===== src/rtl/riscv_pkg.sv =====
// Shared RISC-V front-end definitions: widths, reset vector, opcode encodings, field positions.
// Pure declarations, no logic; imported by the fetch stage and decode.
// Field positions follow the base 32-bit instruction encoding.
package riscv_pkg;

  localparam int unsigned XLEN_DEFAULT = 32;
  localparam logic [31:0] RESET_PC_DEFAULT = 32'h0000_0000;

  // Major opcode values for the base formats
  typedef enum logic [6:0] {
    OP_R = 7'b0110011,
    OP_I = 7'b0010011,
    OP_S = 7'b0100011,
    OP_B = 7'b1100011,
    OP_U = 7'b0110111,
    OP_J = 7'b1101111
  } opcode_t;

  // Instruction field bit positions
  localparam int OPCODE_LSB = 0;
  localparam int OPCODE_MSB = 6;
  localparam int RD_LSB     = 7;
  localparam int RD_MSB     = 11;
  localparam int FUNCT3_LSB = 12;
  localparam int FUNCT3_MSB = 14;
  localparam int RS1_LSB    = 15;
  localparam int RS1_MSB    = 19;
  localparam int RS2_LSB    = 20;
  localparam int RS2_MSB    = 24;
  localparam int FUNCT7_LSB = 25;
  localparam int FUNCT7_MSB = 31;

endpackage


===== src/rtl/fetch_unit.sv =====
// Instruction fetch: single-outstanding word fetch into an instruction register presented to decode.
// Latency: request accepted at edge N, response at N+k, dec_valid from edge N+k (>=3 cycles per instr).
// Backpressure: holds the instruction and issues no request until decode accepts or a redirect arrives.
module fetch_unit
  import riscv_pkg::*;
#(
  parameter int unsigned     XLEN     = XLEN_DEFAULT,
  parameter logic [XLEN-1:0] RESET_PC = XLEN'(RESET_PC_DEFAULT)
) (
  input  logic            clk,
  input  logic            reset,
  output logic            imem_req_valid,
  input  logic            imem_req_ready,
  output logic [XLEN-1:0] imem_req_addr,
  input  logic            imem_resp_valid,
  input  logic [31:0]     imem_resp_data,
  input  logic            redirect_valid,
  input  logic [XLEN-1:0] redirect_target,
  output logic            dec_valid,
  input  logic            dec_ready,
  output logic [31:0]     instr,
  output logic [XLEN-1:0] pc,
  output logic [6:0]      opcode,
  output logic [2:0]      funct3,
  output logic [6:0]      funct7,
  output logic [4:0]      rd,
  output logic [4:0]      rs1,
  output logic [4:0]      rs2
);

  typedef enum logic [2:0] {BOOT, REQ, WAIT, DROP, HOLD} fetch_state_t;

  fetch_state_t    state, state_nxt;
  logic [XLEN-1:0] fetch_pc, fetch_pc_nxt;
  logic [XLEN-1:0] req_pc, req_pc_nxt;
  logic [31:0]     instr_nxt;
  logic [XLEN-1:0] pc_nxt;
  logic            dec_valid_nxt;
  logic [XLEN-1:0] target;

  // Redirect targets are forced word-aligned
  assign target        = {redirect_target[XLEN-1:2], 2'b00};
  assign imem_req_addr = fetch_pc;

  assign opcode = instr[OPCODE_MSB:OPCODE_LSB];
  assign rd     = instr[RD_MSB:RD_LSB];
  assign funct3 = instr[FUNCT3_MSB:FUNCT3_LSB];
  assign rs1    = instr[RS1_MSB:RS1_LSB];
  assign rs2    = instr[RS2_MSB:RS2_LSB];
  assign funct7 = instr[FUNCT7_MSB:FUNCT7_LSB];

  // State and datapath registers
  always_ff @(posedge clk or posedge reset) begin
    if (reset) begin
      state     <= BOOT;
      fetch_pc  <= RESET_PC;
      req_pc    <= '0;
      instr     <= '0;
      pc        <= '0;
      dec_valid <= 1'b0;
    end else begin
      state     <= state_nxt;
      fetch_pc  <= fetch_pc_nxt;
      req_pc    <= req_pc_nxt;
      instr     <= instr_nxt;
      pc        <= pc_nxt;
      dec_valid <= dec_valid_nxt;
    end
  end

  // Next-state and request output; a redirect outranks every other event
  always_comb begin
    state_nxt      = state;
    fetch_pc_nxt   = fetch_pc;
    req_pc_nxt     = req_pc;
    instr_nxt      = instr;
    pc_nxt         = pc;
    dec_valid_nxt  = dec_valid;
    imem_req_valid = 1'b0;
    case (state)
      BOOT: state_nxt = REQ;
      REQ: begin
        imem_req_valid = 1'b1;
        if (imem_req_ready && redirect_valid) begin
          // Old-address request is in flight; its response must be dropped
          fetch_pc_nxt = target;
          state_nxt    = DROP;
        end else if (imem_req_ready) begin
          req_pc_nxt   = fetch_pc;
          fetch_pc_nxt = fetch_pc + XLEN'(4);
          state_nxt    = WAIT;
        end else if (redirect_valid) begin
          fetch_pc_nxt = target;
        end
      end
      WAIT: begin
        if (redirect_valid) begin
          fetch_pc_nxt = target;
          state_nxt    = imem_resp_valid ? REQ : DROP;
        end else if (imem_resp_valid) begin
          instr_nxt     = imem_resp_data;
          pc_nxt        = req_pc;
          dec_valid_nxt = 1'b1;
          state_nxt     = HOLD;
        end
      end
      DROP: begin
        if (redirect_valid) fetch_pc_nxt = target;
        if (imem_resp_valid) state_nxt = REQ;
      end
      HOLD: begin
        if (redirect_valid) begin
          dec_valid_nxt = 1'b0;
          fetch_pc_nxt  = target;
          state_nxt     = REQ;
        end else if (dec_ready) begin
          dec_valid_nxt = 1'b0;
          state_nxt     = REQ;
        end
      end
      default: state_nxt = BOOT;
    endcase
  end

  // A response is only legal while one is outstanding
  resp_only_when_outstanding: assert property (
    @(posedge clk) disable iff (reset)
    imem_resp_valid |-> (state == WAIT || state == DROP)
  );

endmodule


===== config.mk =====
export PLATFORM = sky130hd
export DESIGN_NAME = fetch_unit
export DESIGN_NICKNAME = d
export VERILOG_FILES = /design/src/rtl/riscv_pkg.sv /design/src/rtl/fetch_unit.sv
export SDC_FILE = /design/constraint.sdc
export NUM_CORES = 1
export LEC_CHECK = 0
export ABC_AREA = 1
export BUFFER_PORTS_ARGS = -buffer_cell sky130_fd_sc_hd__buf_2
export CAP_MARGIN = 10
export CORE_AREA = 5 5 122 124
export DETAILED_ROUTE_END_ITERATION = 12
export DIE_AREA = 0 0 127 129
export GPL_TIMING_DRIVEN = 0
export PLACE_DENSITY = 0.8
export SLEW_MARGIN = 20
export SYNTH_ARGS = -nofsm -noshare
export SYNTH_HDL_FRONTEND = slang
export SYNTH_SLANG_ARGS = --single-unit
export TNS_END_PERCENT = 10

===== constraint.sdc =====
create_clock -name clk -period 10.1 [get_ports clk]
set_clock_uncertainty 0.1 [all_clocks]
set_input_delay 0.505 -clock clk [delete_from_list [all_inputs] [get_ports clk]]
set_output_delay 0.505 -clock clk [all_outputs]
set_load 0.02 [all_outputs]

After elaboration in Yosys (flattened, before gate mapping)
Index checks and enable logic that the tools add are counted.
{"block": "op_classes", "addsub": 1, "n_eq_ne": 10, "mux": 19, "bitwise": 2, "n_reduce_logical": 9}
{"op": "2-to-1 mux 32 bit", "n": 3}
{"op": "case mux 32 bit (2 select lines)", "n": 1}
{"op": "adder 32 x 3 -> 32 bit, second input constant", "n": 1}
{"op": "2-to-1 mux 3 bit", "n": 7}
{"op": "case mux 3 bit (5 select lines)", "n": 1}
{"op": "inequality test 3 bit, second input constant", "n": 3}
{"op": "AND reduction 4 bit", "n": 2}
{"op": "== test 3 x 2 -> 1 bit, second input constant", "n": 2}
{"op": "inequality test 2 bit, second input constant", "n": 3}
{"op": "AND reduction 3 bit", "n": 2}
{"op": "2-to-1 mux 1 bit", "n": 5}
{"op": "nonzero test 2 bit", "n": 2}
{"op": "== test 3 x 1 -> 1 bit, second input constant", "n": 1}
{"op": "== test 3 bit, second input constant", "n": 1}
{"op": "zero test 3 bit", "n": 1}
{"op": "OR reduction 3 bit", "n": 1}
{"op": "2-to-1 mux 2 bit", "n": 1}
{"op": "inverter 1 bit", "n": 2}
{"op": "case mux 1 bit (2 select lines)", "n": 1}
{"op": "logical AND 1 bit", "n": 1}
{"block": "totals", "regBits": 132, "inputBits": 70, "word_cells": 47}

Longest topological paths before layout
{"block": "logic_depth", "ltp_word": 4, "ltp_mapped": 12, "ltp_nobuf": 12}

Worst setup path after synthesis
OpenSTA, ideal clock, no wires.
{"block": "synth_timing", "kind": "register -> register", "startpoint": "register fetch_pc[3] (netlist: imem_req_addr[3])", "endpoint": "register fetch_pc[26] (netlist: imem_req_addr[26])", "setup_time_ns": 0.123, "t_arrival_ns": 1.576, "required_time_ns": 9.877, "path_slack_ns": 8.301, "path_stages_with_launch": 13, "path_cell_list": "dfrtp_1 ha_1 nand2_1 nor2_4 nand2_2 nor2_4 nand2_2 nor2_1 nand2_1 nand2_1 inv_1 nand2_1 nand2_1"}
{"block": "synth_via", "elab_chain_cells": 4}
{"element": "start: declaration", "line": "fetch_unit.sv:34", "text": "logic [XLEN-1:0] fetch_pc, fetch_pc_nxt;"}
{"element": "start signal: assignment", "line": "fetch_unit.sv:63", "text": "fetch_pc <= fetch_pc_nxt;"}
{"element": "adder 32 x 3 -> 32 bit", "line": "fetch_unit.sv:90", "text": "fetch_pc_nxt = fetch_pc + XLEN'(4);"}
{"element": "2-to-1 mux 32 bit", "line": "fetch_unit.sv:88", "text": "end else if (imem_req_ready) begin"}
{"element": "2-to-1 mux 32 bit", "line": "fetch_unit.sv:84", "text": "if (imem_req_ready && redirect_valid) begin"}
{"element": "case mux 32 bit (2 select lines)", "line": "fetch_unit.sv:80", "text": "case (state)"}
No other way between the ends.
A chain may end at the register's enable or synchronous reset.

Final worst setup path
{"block": "layout_timing", "startpoint": "register state[1]", "endpoint": "register pc[5]"}
{"block": "layout_via", "elab_chain_cells": 2}
{"element": "start: declaration", "line": "fetch_unit.sv:33", "text": "fetch_state_t state, state_nxt;"}
{"element": "start signal: assignment", "line": "fetch_unit.sv:62", "text": "state <= state_nxt;"}
{"element": "== test 3 x 2 -> 1 bit", "line": "fetch_unit.sv:80"}
{"element": "AND reduction 3 bit (no line)"}
{"element": "end signal: assignment", "line": "fetch_unit.sv:66", "text": "pc <= pc_nxt;"}
{"element": "end: declaration", "line": "fetch_unit.sv:22", "text": "output logic [XLEN-1:0] pc,"}
No other way between the ends.

==> flow_metrics.py <==
metrics = {
    "run_status": {
        "status": "completed",
    },
    "power_and_ir_drop": {
        "cellPowerDensity_nw_per_um2": 343,
        "leakagePower_nw": 4.46,
        "total_power_mw": 2.93,
        "irDropWorstVdd_mv": 0.148,
    },
    "worst_setup_path": {
        "worstPathRequired_ns": 10.33,
        "cp-end-kind": "flop",
        "cp.arrival_ns": 2.16,
        "max_stage_delay_ns": 0.44,
        "r2r_slack_ns": 8.17,
        "worstPathMaxFanout": 10,
        "worst_setup_path_start_kind": "flop",
        "crit_buf_inv": 2,
        "rr_endpoint": "pc[5]$_DFFE_PP0P_",
        "cp_slowest_cell": "dfrtp_1",
        "critPathKind": "flop to flop",
        "path_cells": "nand3_2 > nor2_1 > nand2_1 > buf_2 > buf_2 > nand2_1 > o21ai_0",
        "crit_family": "buffers and inverters",
        "r2r-start": "state[1]$_DFFE_PP0P_",
        "reg2reg_depth": 7,
    },
    "cts": {
        "holdBufCountCts": 1,
        "root_buffer": "clkbuf_16",
        "cts_tree": "done",
        "clockBufferDepth": 2,
        "path_clk_slew_ns": 0.06,
        "cts.sinks": 132,
        "h-tree-depth": 4,
        "clk-insertion-delay-late_ns": 0.42,
        "cts_buffers": 17,
        "post_cts_buffers": 0,
        "cts_resized": 0,
    },
    "final_layout": {
        "num_antenna_cells": 0,
        "final_design_area_no_fill_um2": 8540,
        "layout-drive-gt1-share": 0.318,
        "nets": 1121,
        "synthToLayoutAreaGrowth_pct": 27.1,
    },
    "floorplan": {
        "coreArea_um2": 13700,
        "die_w_um": 127,
        "fp.dieH_um": 129,
        "pin_count": 200,
        "num_rows": 43,
        "start_util": 0.492,
        "die_area_um2": 16400,
    },
    "yosys": {
        "syn_inst": 833,
        "netlist_area_um2": 6730,
        "syn_nets": 904,
        "synth_seq_cells": 132,
        "synth_cell_types": 37,
        "seq_area_frac_synth": 0.491,
        "ys_async_sr_fraction": 1.00,
        "syn_avg_cell_area_um2": 8.07,
        "ys.warnings.count": 0,
        "synth_edf_count": 0,
        "synth_top_flop_cell": "dfrtp_1",
    },
    "placed_design": {
        "portBuffers": 196,
        "placed_area_um2": 7970,
        "dp_hpwl_um": 14600,
        "routabilityCongestion": 0.953,
    },
    "sta": {
        "max_freq_ghz": 0.518,
        "period_needed_ns": 1.93,
        "slew_headroom": 0.658,
        "fin_setup_tns_ns": 0,
        "setup_viol": 0,
        "finalHoldViolCount": 0,
        "tightest_slew_ns": 0.513,
        "min_period_over_period": 0.191,
        "rsz0062_at_grt": "false",
        "maxSlewViolCount": 0,
    },
    "grt": {
        "use_met2": 0.394,
        "grt_usage": 0.237,
        "grt_util_met1": 0.307,
        "grt-ovfl-total": 0,
        "grt_pass1_vias": 6074,
        "grt_use_met3": 0.0619,
        "grt_max_degree": 99,
        "antenna_found_initial": 0,
        "grt_pass1_wl_um": 30600,
        "grt.busiest_layer": "met2",
    },
    "route": {
        "drt_wl_total_um": 18900,
        "post-route-drc-count": 0,
        "num_vias": 6259,
        "ant_nets": 0,
        "first_pass_iters": 6,
        "viasPerCell": 5.04,
        "routedWlPerCell_um": 15.2,
        "drt_iter0_markers": 388,
    },
    "min_path": {
        "min_delay_path_depth": 3,
        "hold_start": "redirect_target[5]",
        "worstHoldEndpoint": "imem_req_addr[5]$_DFFE_PP0P_",
        "hold_path.class": "input pin to flop",
    },
    "flow_run": {
        "max_cap_viol_count": 0,
    },
}
-- worst min-delay path: stages --
cell,delay [ns]
buf_2,0.08
nand2_1,0.04
nand3_1,0.06
-- state kept, by name, summed over array words and instances, names as in the netlist --
| name | flops |
|---|---|
| req_pc | 32 |
| pc | 32 |
| imem_req_addr | 32 |
| state | 3 |
| dec_valid | 1 |
| instr | 32 |
-- worst max-delay path by stage --
stage | startpoint | endpoint | cells past startpoint
after floorplan | reset | dec_valid$_DFFE_PP0P_ | 1
after global placement | reset | pc[1]$_DFFE_PP0P_ | 2
after detailed placement | redirect_valid | req_pc[3]$_DFFE_PP0P_ | 8
after CTS | state[1]$_DFFE_PP0P_ | pc[5]$_DFFE_PP0P_ | 7
after global routing | imem_req_addr[3]$_DFFE_PP0P_ | imem_req_addr[26]$_DFFE_PP0P_ | 12
final | state[1]$_DFFE_PP0P_ | pc[5]$_DFFE_PP0P_ | 7
-- cell type report --
cell class | count | area, um2
Sequential cell | 132 | 3300
Clock inverter | 7 | 72.6
Multi-Input combinational cell | 545 | 2670
Tap cell | 180 | 225
Fill cell | 1247 | 5120
Inverter | 93 | 359
Timing Repair Buffer | 198 | 1020
Buffer | 63 | 399
Clock buffer | 25 | 495
-- routing by layer --
metal | up-vias | part of all wire
li1 | 3079 | -
met1 | 2908 | 0.42
met2 | 235 | 0.48
met3 | 37 | 0.077
met4 | 0 | 0.020
met5 | - | 0
-- metrics by stage --
stage          std cells  hold slack (ns)  worst slack (ns)  utilization
2_1_floorplan        833            0.360              5.97            -
3_3_place_gp        1209            0.362              4.51        0.580
3_5_place_dp        1210            0.368              8.04        0.583
4_1_cts             1243            0.195              8.16        0.625
5_1_grt             1243            0.207              7.97        0.625
6_report            1243            0.208              8.17        0.625
-- where the power goes --
group,switching (mW),internal (mW),total [mW]
Clock,0.217,0.364,0.581
Sequential,0.215,0.774,0.990
Combinational,0.853,0.503,1.36
-- Yosys cell counts, types with 2 or more instances --
library cell  number  share of area
a21oi_1           20          0.015
a22oi_1            2         0.0022
and2_1             2         0.0019
buf_1              3         0.0017
buf_2             20          0.015
buf_4             34          0.038
clkbuf_1           3         0.0017
clkbuf_2           2         0.0015
dfrtp_1          132           0.49
inv_1             88          0.049
inv_2              4         0.0022
mux2_2            33          0.055
nand2_1          227           0.13
nand2_2            6         0.0056
nand3_1           43          0.032
nand4_1            4         0.0037
nor2_1            75          0.042
nor2_2             4         0.0037
nor2_4             3         0.0050
nor3_1             7         0.0052
o211ai_1           4         0.0045
o21ai_0           91          0.068
o21ai_1            3         0.0022
o21bai_1           3         0.0033
o22ai_1            8         0.0074
-- layout by cell type, fill, tap and decap left out, types with 2 or more instances in the layout --
cell and count:
nor3_1 7, nand3_1 43, clkbuf_8 4, nand2_1 227, o21ai_1 3, a22oi_1 2, nor2_4 3, buf_2 216
clkinv_2 2, clkbuf_16 17, o211ai_1 4, inv_1 87, a21oi_1 20, dfrtp_1 132, clkinvlp_4 2, and2_1 2
o21ai_0 91, nand4_1 4, nand2_2 6, o21bai_1 3, nor2_2 4, clkbuf_1 7, o22ai_1 8, inv_2 4
clkbuf_2 2, mux2_2 33, clkinv_4 2, buf_4 34, buf_1 3, nor2_1 75
-- cells by family after synthesis --
logic type               Yosys count  synth area share
AO/OA/AOI/OAI                    135             0.108
XOR/XNOR                           1           0.00130
adder cells (fa/ha/maj)            1           0.00186
buffers and inverters            156             0.112
flip-flops                       132             0.491
multiplexers                      33            0.0553
AND/OR/NAND/NOR                  375             0.231
(Power assumes the default switching activity.)
